`src/rtl/d2d_link_tx_framer.sv`:
```
// Word-to-byte framer for the die-to-die TX link: small input FIFO feeding an 8-beat frame serializer.
// Optional macro D2D_TX_CRC8_EN selects a CRC-8 (poly 0x07) check byte instead of the XOR check byte.
module d2d_link_tx_framer #(
    parameter int          DEPTH     = 2,
    parameter logic [3:0]  HDR_MAGIC = 4'h5
) (
    input  logic        clock,
    input  logic        reset,
    input  logic [31:0] srcData,
    input  logic [15:0] srcAddr,
    input  logic        srcValid,
    output logic        srcReady,
    output logic [7:0]  linkData,
    output logic        linkValid,
    input  logic        linkReady,
    output logic        linkSof,
    output logic        linkEof,
    output logic        busy,
    output logic [15:0] frameCount
);

    localparam int AW = (DEPTH > 1) ? $clog2(DEPTH) : 1;
    localparam int CW = AW + 1;

    typedef enum logic {S_IDLE, S_SEND} state_t;

    state_t          r_state;
    state_t          w_state_next;
    logic [31:0]     r_mem_data [DEPTH];
    logic [15:0]     r_mem_addr [DEPTH];
    logic [AW-1:0]   r_wr_ptr;
    logic [AW-1:0]   r_rd_ptr;
    logic [CW-1:0]   r_count;
    logic [3:0]      r_seq;
    logic [15:0]     r_frame_count;
    logic [2:0]      r_beat;
    logic [63:0]     r_frame;

    logic            w_fifo_empty;
    logic            w_fifo_full;
    logic            w_push;
    logic            w_pop;
    logic            w_accept;
    logic            w_last;
    logic [3:0]      w_hdr_seq;
    logic [55:0]     w_body;
    logic [7:0]      w_body_bytes [7];
    logic [7:0]      w_check;
    logic [5:0]      w_shift;

    function automatic logic [7:0] check_byte(input logic [7:0] bytes [7]);
        logic [7:0] c;
        c = 8'h00;
`ifdef D2D_TX_CRC8_EN
        for (int i = 0; i < 7; i++) begin
            c = c ^ bytes[i];
            for (int k = 0; k < 8; k++) begin
                c = c[7] ? ((c << 1) ^ 8'h07) : (c << 1);
            end
        end
`else
        for (int i = 0; i < 7; i++) begin
            c = c ^ bytes[i];
        end
`endif
        return c;
    endfunction

    assign w_fifo_empty = (r_count == '0);
    assign w_fifo_full  = (r_count == CW'(DEPTH));
    assign srcReady     = !reset && !w_fifo_full;
    assign w_push       = srcValid && srcReady;
    assign w_accept     = linkValid && linkReady;
    assign w_last       = w_accept && (r_beat == 3'd7);
    assign w_pop        = !w_fifo_empty && ((r_state == S_IDLE) || w_last);

    // A pop in SEND only happens as the previous frame retires, so its header takes the next seq.
    assign w_hdr_seq = (r_state == S_SEND) ? (r_seq + 4'd1) : r_seq;
    assign w_body    = {HDR_MAGIC, w_hdr_seq, r_mem_addr[r_rd_ptr], r_mem_data[r_rd_ptr]};

    generate
        for (genvar gi = 0; gi < 7; gi++) begin : g_body_bytes
            assign w_body_bytes[gi] = w_body[55-8*gi -: 8];
        end
    endgenerate

    assign w_check = check_byte(w_body_bytes);
    assign w_shift = {3'd7 - r_beat, 3'b000};

    always_ff @(posedge clock) begin
        if (w_push) begin
            r_mem_data[r_wr_ptr] <= srcData;
            r_mem_addr[r_wr_ptr] <= srcAddr;
        end
    end

    always_ff @(posedge clock) begin
        if (reset) begin
            r_wr_ptr      <= '0;
            r_rd_ptr      <= '0;
            r_count       <= '0;
            r_seq         <= 4'd0;
            r_frame_count <= 16'd0;
            r_beat        <= 3'd0;
            r_frame       <= 64'd0;
        end else begin
            if (w_push) r_wr_ptr <= r_wr_ptr + AW'(1);
            if (w_pop)  r_rd_ptr <= r_rd_ptr + AW'(1);
            r_count <= r_count + CW'(w_push) - CW'(w_pop);
            if (w_pop) begin
                r_frame <= {w_body, w_check};
                r_beat  <= 3'd0;
            end else if (w_accept) begin
                r_beat  <= r_beat + 3'd1;
            end
            if (w_last) begin
                r_seq         <= r_seq + 4'd1;
                r_frame_count <= r_frame_count + 16'd1;
            end
        end
    end

    always_ff @(posedge clock) begin
        if (reset) r_state <= S_IDLE;
        else       r_state <= w_state_next;
    end

    always_comb begin
        w_state_next = r_state;
        case (r_state)
            S_IDLE:  if (!w_fifo_empty) w_state_next = S_SEND;
            S_SEND:  if (w_last && w_fifo_empty) w_state_next = S_IDLE;
            default: w_state_next = S_IDLE;
        endcase
    end

    always_comb begin
        linkValid = (r_state == S_SEND);
        linkData  = 8'h00;
        linkSof   = 1'b0;
        linkEof   = 1'b0;
        if (r_state == S_SEND) begin
            linkData = r_frame[w_shift +: 8];
            linkSof  = (r_beat == 3'd0);
            linkEof  = (r_beat == 3'd7);
        end
    end

    assign busy       = !w_fifo_empty || (r_state == S_SEND);
    assign frameCount = r_frame_count;

endmodule

```
`config.mk`:
```
export PLATFORM = sky130hd
export DESIGN_NAME = d2d_link_tx_framer
export DESIGN_NICKNAME = d
export VERILOG_FILES = /design/src/rtl/d2d_link_tx_framer.sv
export SDC_FILE = /design/constraint.sdc
export NUM_CORES = 1
export LEC_CHECK = 0
export CAP_MARGIN = 20
export CORE_ASPECT_RATIO = 1.4
export CORE_MARGIN = 2
export CORE_UTILIZATION = 25
export CTS_CLUSTER_DIAMETER = 100
export DETAILED_ROUTE_END_ITERATION = 7
export PLACE_DENSITY = 0.53
export SETUP_SLACK_MARGIN = 0.15
export SYNTH_ARGS = -nofsm -noshare
export SYNTH_HDL_FRONTEND = slang
export SYNTH_SLANG_ARGS = --single-unit
export TNS_END_PERCENT = 5
```
`constraint.sdc`:
```
create_clock -name clock -period 3.2 [get_ports clock]
set_input_delay 0.64 -clock clock [delete_from_list [all_inputs] [get_ports clock]]
set_output_delay 0.64 -clock clock [all_outputs]
set_load 0.01 [all_outputs]
```
==> results_dict.tcl <==
set metrics [dict create \
    cp_max_fo 10 \
    initial_core_util_pct 25.3 \
    drtAntennaViolNets 0 \
    rsz0062_at_grt "true" \
    dpl.hpwl_um 12400 \
    path_class "reg2out" \
    ys_types 35 \
    maxCapViolations 0 \
    worst_slew_pin_slew_ps 984 \
    syn-num-nets 703 \
    grt_max_degree 121 \
    yosys_warnings 0 \
    layout.nets 777 \
    die_w_um 157 \
    netlist.area_leader.share_pct 35.3 \
    vias_per_cell 4.15 \
    stdcell_count 1170 \
    fmax_mhz 342 \
    fin_skew_ps 9.47 \
    slowest_stage "clkdlybuf4s50_1" \
    min_path_cells 2 \
    core_area_um2 32300 \
    setup_tns_ps 0 \
    hold_path_end "r_frame[3]" \
    syn_inst 644 \
    ys_ff_latch 186 \
    dp.cells 1139 \
    p_leak_nw 3.32 \
    clockBufferDepth 2 \
    critPathMaxStageDelay_ps 600 \
    h-tree-depth 4 \
    rows 78 \
    die_h_um 218 \
    hp-class "reg2reg" \
    synthTopCellsByArea "edfxtp_1 35%, dfxtp_1 22%, mux2i_1 9.4%, xor2_1 6.1%, a211oi_1 5.1%" \
    dr.pass1.iters 4 \
    cts.sinks 186 \
    cp_data_required_time_ps 2560 \
    reg2reg_depth 7 \
    wl_per_cell_um 14.8 \
    synth_area_leader_cell "edfxtp_1" \
    worstPathArrival_ps 2290 \
    antenna_found_initial 0 \
    synth_edf_count 96 \
    clockRootBuffer "clkbuf_16" \
    grt_pass1_wl_um 27000 \
    relSlewSlack_pct 34.4 \
    clock_latency_ps 420 \
    fin_crit_sh_pct 91.5 \
    synth_area_um2 8170 \
    start_kind "register" \
    fillers 3289 \
    hold_path_startpoint "r_frame[3]" \
    ir_worst_vdd_mv 0.478 \
    cp_cell_sequence "buf_4 > mux4_2 > nor2_1 > nor3_1 > clkdlybuf4s50_1" \
    cts_made_buffers 17 \
    slew_violations 0 \
    drc 0 \
    dieArea_um2 34200 \
    ys_async_sr_fraction_pct 0 \
    cts_tree "done" \
    ys_top_cells_by_count "97 x nor2_1, 96 x edfxtp_1, 90 x dfxtp_1" \
    hold_viol 0 \
    yosysSeqAreaShare_pct 57.4 \
    grt_remaining_overflow 0 \
    syn_to_final_growth_pct 21.9 \
    finalSetupViolCount 0 \
    post-synth-top-count-cell "nor2_1" \
    drt-total-wl_um 17300 \
    clk_pin_slew_worst_paths_ps 60 \
    io_buffers 80 \
    power_mw 7.45 \
    drt_iter0_drc 175 \
    powerDensity_nw_per_um2 749 \
    ys.flop_type "edfxtp_1" \
    period_needed_ps 2930 \
    synth_area_per_cell_um2 12.7 \
    setup.worst_path.end_class "output port" \
    ctsHoldBuffers 0 \
    status "finished, final reports clean" \
    reg2reg_to "r_frame[2]" \
    vias 4858 \
    gp_congestion 0.758 \
    num_antenna_cells 0 \
    regToRegStartpoint "r_beat[1]" \
    io_pins 81 \
    layout-drive-gt1-share_pct 9.45 \
    grt_pass1_vias 4950 \
    grtUsageTotal_pct 10.5 \
    reg2reg_slack_ps 840 \
]
==> layout by cell type, fill, tap and decap left out, types with 7 or more instances in the layout <==
cell	n
nor3_1	7
xor2_1	57
nand2_1	15
xnor2_1	37
dfxtp_1	86
nand4_1	7
ha_1	7
mux4_2	14
nor2_1	96
clkbuf_16	17
clkdlybuf4s50_1	79
mux2i_1	77
buf_4	12
a211oi_1	56
nand2b_1	7
edfxtp_1	96
==> worst max path at each step <==
stage | startpoint | to | slack [ps]
after floorplan | reset | r_mem_addr[0][0] | 440
after global placement | r_beat[0] | linkData[5] | 420
after detailed placement | r_beat[0] | linkData[6] | 440
after CTS | r_beat[2] | linkData[4] | 90
after global routing | r_beat[0] | linkData[6] | 120
final | r_beat[0] | linkData[6] | 270
==> cell type report <==
cell class                 count  area [um2]  area share (%)
tap                          440         551            5.53
sequential                   186        4690            47.2
clock buffer                  23         458            4.60
multi-input combinational    413        3210            32.3
inverter                       5        18.8           0.189
clock inverter                 8        76.3           0.767
timing repair buffer          95         946            9.50
==> through the flow <==
| step | setup slack, ps | util [%] | area (um2) | hold slack, ps |
|---|---|---|---|---|
| floorplan | 439 | - | 8170 | 453 |
| global placement | 420 | 29.1 | 9410 | 478 |
| detailed placement | 441 | 29.1 | 9410 | 472 |
| CTS | 89.7 | 30.8 | 9950 | 485 |
| global route | 124 | 30.8 | 9950 | 504 |
| finish | 273 | 30.8 | 9950 | 482 |
==> kinds of logic after synthesis <==
kind of cell / share of synthesized area [%]
simple gates: 8.30
compound gates: 6.08
fa+ha+maj: 1.07
flops: 57.4
buf+inv: 3.54
xor+xnor: 10.1
mux: 13.6
==> worst max-delay path: cells and delay by family, from the launching register on <==
kind                   cells  cell delay (ps)
buffers and inverters      2              790
and+or+nand+nor            2              330
muxes                      1              340
DFF                        1              400
==> per-layer routing <==
metal  track usage (%)  up-vias  share of wire (%)
met4              3.85        0                1.4
met5                 0        -                  0
met3              2.25       14                3.3
li1                  -     2467                  -
met1              11.7     2296                 40
met2              19.4       81                 55
==> what timing repair did <==
| item | 4_1_cts | 5_1_grt |
|---|---|---|
| resized for setup | 1 | 3 |
| buffers inserted | 0 | 0 |
| setup endpoints to repair | 8 | 9 |
==> power by group <==
part           total, mW  switching, mW  internal (mW)
sequential          3.43          0.386           3.04
clock               1.94          0.857           1.09
combinational       2.08           1.06           1.02
==> state kept, by name, summed over array words and instances, names as in the netlist, named ones only <==
register    flops
r_mem_addr     32
r_wr_ptr        1
r_mem_data     64
r_rd_ptr        1
r_beat          3
r_count         2
r_seq           4
frameCount     16
linkValid       1
r_frame        61
Note: power is estimated with default switching activity, not from simulation.
